## config.mk

```make
export PLATFORM = sky130hd
export DESIGN_NAME = conv2_window_gen_flat
export DESIGN_NICKNAME = d
export VERILOG_FILES = /design/src/rtl/conv2_window_gen_if.sv /design/src/rtl/conv2_window_gen.sv /design/src/flat_wrapper.sv
export SDC_FILE = /design/constraint.sdc
export NUM_CORES = 1
export LEC_CHECK = 0
export BUFFER_PORTS_ARGS = -buffer_cell sky130_fd_sc_hd__buf_4
export CAP_MARGIN = 20
export CORE_MARGIN = 10
export CORE_UTILIZATION = 35
export DETAILED_ROUTE_END_ITERATION = 16
export SLEW_MARGIN = 20
export SYNTH_ARGS = -nofsm -noshare
export SYNTH_HDL_FRONTEND = slang
export SYNTH_SLANG_ARGS = --single-unit
```

## constraint.sdc

```tcl
create_clock -name clk -period 3.1 [get_ports clk]
set_clock_uncertainty 0.05 [all_clocks]
set_input_delay 0.31 -clock clk [delete_from_list [all_inputs] [get_ports clk]]
set_output_delay 0.31 -clock clk [all_outputs]
set_load 0.02 [all_outputs]
```

## src/rtl/conv2_window_gen_if.sv

```systemverilog
// Window-generator bus: raster pixel stream in, registered 3x3xCH windows out.
// master = window generator side, slave = pixel producer / window consumer side.
interface conv2_window_gen_if #(
   parameter int unsigned CH = 8,
   parameter int unsigned K  = 3
);
   logic                valid_in;
   logic [CH-1:0]       pixel_in;
   logic [K*K*CH-1:0]   pixel_windows;
   logic                valid_out;
   logic [3:0]          out_row;
   logic [3:0]          out_col;
   logic                frame_done;

   modport master (
      input  valid_in,
      input  pixel_in,
      output pixel_windows,
      output valid_out,
      output out_row,
      output out_col,
      output frame_done
   );

   modport slave (
      output valid_in,
      output pixel_in,
      input  pixel_windows,
      input  valid_out,
      input  out_row,
      input  out_col,
      input  frame_done
   );
endinterface

```

## src/rtl/conv2_window_gen.sv

```systemverilog
// Sliding 3x3xCH window generator over a raster-order binary feature map,
// built from two line buffers and a 3x3 column shift window.
module conv2_window_gen #(
   parameter int unsigned IMG_W = 13,
   parameter int unsigned IMG_H = 13,
   parameter int unsigned CH    = 8,
   parameter int unsigned K     = 3
) (
   input  logic                    clk,
   input  logic                    rst,
   conv2_window_gen_if.master      bus
);

   localparam int unsigned WIN_W = K * K * CH;

   // r_lb1 holds input row r-1, r_lb2 holds input row r-2
   logic [CH-1:0]    r_lb1 [IMG_W];
   logic [CH-1:0]    r_lb2 [IMG_W];
   logic [CH-1:0]    r_win [K][K];

   logic [3:0]       r_in_row;
   logic [3:0]       r_in_col;
   logic [WIN_W-1:0] r_pixel_windows;
   logic             r_valid_out;
   logic [3:0]       r_out_row;
   logic [3:0]       r_out_col;
   logic             r_frame_done;

   logic [CH-1:0]    w_col [K];
   logic [CH-1:0]    w_win [K][K];
   logic [WIN_W-1:0] w_packed;
   logic             w_col_last;
   logic             w_row_last;
   logic             w_emit;

   assign w_col_last = (r_in_col == 4'(IMG_W - 1));
   assign w_row_last = (r_in_row == 4'(IMG_H - 1));
   assign w_emit     = (r_in_row >= 4'd2) && (r_in_col >= 4'd2);

   // The window is assembled from the incoming column so it is registered
   // in the same edge that accepts pixel (r,c).
   always_comb begin
      w_col[0] = r_lb2[r_in_col];
      w_col[1] = r_lb1[r_in_col];
      w_col[2] = bus.pixel_in;
      for (int unsigned kr = 0; kr < K; kr++) begin
         for (int unsigned kc = 0; kc < K - 1; kc++) begin
            w_win[kr][kc] = r_win[kr][kc + 1];
         end
         w_win[kr][K - 1] = w_col[kr];
      end
      w_packed = '0;
      for (int unsigned ch = 0; ch < CH; ch++) begin
         for (int unsigned kr = 0; kr < K; kr++) begin
            for (int unsigned kc = 0; kc < K; kc++) begin
               w_packed[ch * K * K + kr * K + kc] = w_win[kr][kc][ch];
            end
         end
      end
   end

   // Storage is left uncleared on reset; row/column gating masks stale data.
   always_ff @(posedge clk) begin
      if (bus.valid_in) begin
         r_lb2[r_in_col] <= r_lb1[r_in_col];
         r_lb1[r_in_col] <= bus.pixel_in;
         r_win           <= w_win;
      end
   end

   always_ff @(posedge clk) begin
      if (rst) begin
         r_in_row        <= '0;
         r_in_col        <= '0;
         r_pixel_windows <= '0;
         r_valid_out     <= 1'b0;
         r_out_row       <= '0;
         r_out_col       <= '0;
         r_frame_done    <= 1'b0;
      end else begin
         r_valid_out     <= 1'b0;
         r_frame_done    <= 1'b0;
         r_pixel_windows <= '0;
         if (bus.valid_in) begin
            if (w_col_last) begin
               r_in_col <= '0;
               r_in_row <= w_row_last ? 4'd0 : r_in_row + 4'd1;
            end else begin
               r_in_col <= r_in_col + 4'd1;
            end
            if (w_emit) begin
               r_valid_out     <= 1'b1;
               r_pixel_windows <= w_packed;
               r_out_row       <= r_in_row - 4'd2;
               r_out_col       <= r_in_col - 4'd2;
               r_frame_done    <= w_row_last && w_col_last;
            end
         end
      end
   end

   assign bus.pixel_windows = r_pixel_windows;
   assign bus.valid_out     = r_valid_out;
   assign bus.out_row       = r_out_row;
   assign bus.out_col       = r_out_col;
   assign bus.frame_done    = r_frame_done;

endmodule

```

## src/flat_wrapper.sv

```systemverilog
// flat-port wrapper written by rule: the top's interface ports become plain ports
module conv2_window_gen_flat 
#(
   parameter int unsigned IMG_W = 13,
   parameter int unsigned IMG_H = 13,
   parameter int unsigned CH    = 8,
   parameter int unsigned K     = 3
)
  (clk, rst, bus_valid_in, bus_pixel_in, bus_pixel_windows, bus_valid_out, bus_out_row, bus_out_col, bus_frame_done);
  conv2_window_gen_if #(.CH(CH), .K(K)) bus_i ();
  input  logic clk;
  input  logic rst;
  input wire logic [$bits(bus_i.valid_in)-1:0] bus_valid_in;
  input wire logic [$bits(bus_i.pixel_in)-1:0] bus_pixel_in;
  output wire logic [$bits(bus_i.pixel_windows)-1:0] bus_pixel_windows;
  output wire logic [$bits(bus_i.valid_out)-1:0] bus_valid_out;
  output wire logic [$bits(bus_i.out_row)-1:0] bus_out_row;
  output wire logic [$bits(bus_i.out_col)-1:0] bus_out_col;
  output wire logic [$bits(bus_i.frame_done)-1:0] bus_frame_done;
  assign bus_i.valid_in = bus_valid_in;
  assign bus_i.pixel_in = bus_pixel_in;
  assign bus_pixel_windows = bus_i.pixel_windows;
  assign bus_valid_out = bus_i.valid_out;
  assign bus_out_row = bus_i.out_row;
  assign bus_out_col = bus_i.out_col;
  assign bus_frame_done = bus_i.frame_done;
  conv2_window_gen #(.IMG_W(IMG_W), .IMG_H(IMG_H), .CH(CH), .K(K)) u_core (.clk(clk), .rst(rst), .bus(bus_i));
endmodule
```

==> flow_metrics.tcl <==
set metrics [dict create \
    outcome "complete, no violations" \
    ys_ff_latch 350 \
    power_switching_w 0.00199 \
    endpoint_kind "flip-flop" \
    start_util_pct 35.3 \
    syn_to_final_growth_pct 19.4 \
    place_area_um2 13800 \
    avgRoutedWirePerCell_um 20.7 \
    ys_async_sr_fraction_pct 0 \
    syn_area_um2 12500 \
    avgSynthCellArea_um2 18.5 \
    ir_worst_vdd_mv 0.592 \
    cts_tree "done" \
    period_needed_ns 2.39 \
    synth.most_common_cell "edfxtp_1" \
    ys_warn_count 0 \
    cts_hold_buffers 0 \
    row_count 69 \
    post_cts_resized 0 \
    drv_slew 0 \
    die_h_um 209 \
    antenna_found_initial 0 \
    clockBufferDepth 3 \
    remaining_drc_errors 0 \
    rsz0062_at_grt "no" \
    track_usage_pct 12.0 \
    slew_headroom_pct 31.3 \
    timing.fmax_mhz 419 \
    ys_top_cells_by_count "edfxtp_1, dfxtp_1, mux2i_1" \
    fin_util_pct 42.1 \
    switching_share_pct 20.3 \
    grt_pass1_vias 6395 \
    nets 821 \
    grt_max_degree 58 \
    place.detailed.hpwl_um 16100 \
    yosysTopAreaCell "edfxtp_1" \
    holdCritPathClass "in -> reg" \
    required_ns 3.21 \
    drive_above_1_share_pct 30.2 \
    cp_max_fo 14 \
    clock_sinks 350 \
    syn_inst 678 \
    final_area_um2 15000 \
    place_inst 1224 \
    cts_buffers 34 \
    leakagePower_nw 5.17 \
    cellPowerDensity_nw_per_um2 654 \
    totalWireLength_um 26600 \
    setup_viol 0 \
    drtAntennaViolNets 0 \
    instances_no_fill 1285 \
    die_w_um 209 \
    pwr-share-clk_pct 41.4 \
    ys_types 39 \
    grt_pass1_wl_um 40700 \
    post_cts_buffers 0 \
    clock_latency_ns 0.51 \
    max_cap_viol_count 0 \
    port_buffers 92 \
    setup_slack_ns 0.712 \
    p_comb_share_pct 4.8 \
    synth.top_cell.area_share_pct 61.4 \
    viasPerCell 4.79 \
    worst_pin_slew_ns 1.03 \
    power_frac_seq_pct 53.8 \
    ios 93 \
    critPathLaunchType "flip-flop" \
    yosysSeqAreaShare_pct 76.4 \
    die-area_um2 43800 \
    synth_area_leaders "edfxtp_1, dfxtp_1, mux4_2, mux2i_1, and2_1" \
    critical_path_class "reg -> reg" \
    overflow 0 \
    drt_iter0_markers 458 \
    fin_tns_setup_ns 0 \
    gp_congestion 0.760 \
    fp.coreArea_um2 35500 \
    syn-num-nets 700 \
    hold_viol 0 \
    diodes 0 \
    dp_slack_ns 0.711 \
    timing.final.crit_share_pct 77.0 \
    ys.flop_type "edfxtp_1" \
    ctsHtreeMaxLevel 2 \
    synth_edf_count 256 \
    intPower_w 0.00778 \
    clkTransAtPathRegs_ns 0.06 \
    first_pass_iters 5 \
    root_buffer "clkbuf_16" \
    routed-via-count 6157 \
    arrival_ns 2.49 \
]
-- cells in the final DEF (no fill, tap or decap), types with 2 or more instances in the layout --
cell type,n
clkbuf_16,37
a21boi_0,16
nor3_1,4
dfxtp_2,2
o21ai_0,3
dfxtp_1,92
ha_1,11
a211oi_1,21
clkbuf_1,13
a31oi_1,2
clkbuf_8,5
buf_4,117
and2_4,27
nand3_1,7
xnor2_1,4
nand2_1,7
mux4_2,32
and2_1,41
a21oi_1,27
inv_1,7
edfxtp_1,256
mux2i_1,49
clkinv_2,3
nor2_1,3
buf_12,4
o221a_2,16
-- layout make-up --
class | count | area (um^2)
clock buffer | 56 | 1050
clock inverter | 5 | 53.8
fill | 3119 | 20500
inverter | 9 | 36.3
multi-input combinational | 283 | 2710
sequential | 350 | 9570
tap | 461 | 577
timing repair buffer | 121 | 958
-- registers in the layout (all words and copies together) (netlist names), named ones only --
register and count:
u_core.bus.valid_out 1, u_core.bus.out_row 4, u_core.bus.pixel_windows 72, u_core.bus.frame_done 1, u_core.r_win 48, u_core.bus.out_col 4
u_core.r_lb2 104, u_core.r_in_row 4, u_core.r_lb1 104, u_core.r_in_col 4
-- cells by family (layout without fill, tap and decap cells) --
| kind of cell | Yosys count | in the layout | share of synthesized area (%) |
|---|---|---|---|
| buffers and inverters | 45 | 191 | 2.01 |
| XOR/XNOR | 5 | 5 | 0.350 |
| flip-flops | 350 | 350 | 76.4 |
| adder cells (fa/ha/maj) | 11 | 11 | 1.10 |
| AO/OA/AOI/OAI | 89 | 89 | 5.39 |
| multiplexers | 81 | 81 | 9.67 |
| AND/OR/NAND/NOR | 97 | 97 | 5.09 |
-- per-layer routing --
metal | part of all wire (%) | GRT usage, %
met1 | 43 | 15.8
met2 | 49 | 19.7
met3 | 6.0 | 2.31
met4 | 1.7 | 3.18
met5 | 0 | 0
-- stage by stage --
| stage | total power [W] | hold WS (ns) |
|---|---|---|
| 2_1_floorplan | 0.00564 | 0.359 |
| 3_3_place_gp | 0.00583 | 0.370 |
| 3_5_place_dp | 0.00583 | 0.374 |
| 4_1_cts | 0.00987 | 0.0451 |
| 5_1_grt | 0.0101 | 0.0616 |
| 6_report | 0.00977 | 0.0578 |
-- final timing paths --
kind              depth (start not counted)  slack [ns]                          end            start
setup / recovery                          4        0.71             u_core.r_win[26]        flip-flop
setup reg to reg                          4        0.71             u_core.r_win[26]        flip-flop
hold reg to reg                           1        0.39  u_core.bus.pixel_windows[6]  u_core.r_win[8]
hold / removal                            1        0.06          u_core.r_lb1[10][6]  bus_pixel_in[6]
-- power groups by stage --
stage / clock [W] / combinational (W) / sequential (W)
6_report: 0.00404 / 0.000472 / 0.00526
5_1_grt: 0.00433 / 0.000515 / 0.00527
4_1_cts: 0.00413 / 0.000478 / 0.00526
2_1_floorplan: 0 / 0.000302 / 0.00533
3_5_place_dp: 0 / 0.000478 / 0.00536
3_3_place_gp: 0 / 0.000471 / 0.00535
-- worst max-delay path, cell delays in order, from the launching register on --
cell	delay (ns)
dfxtp_1	0.33
nand2b_1	0.32
buf_12	0.24
o221a_2	0.29
a21oi_1	0.79
(Power assumes the default switching activity.)
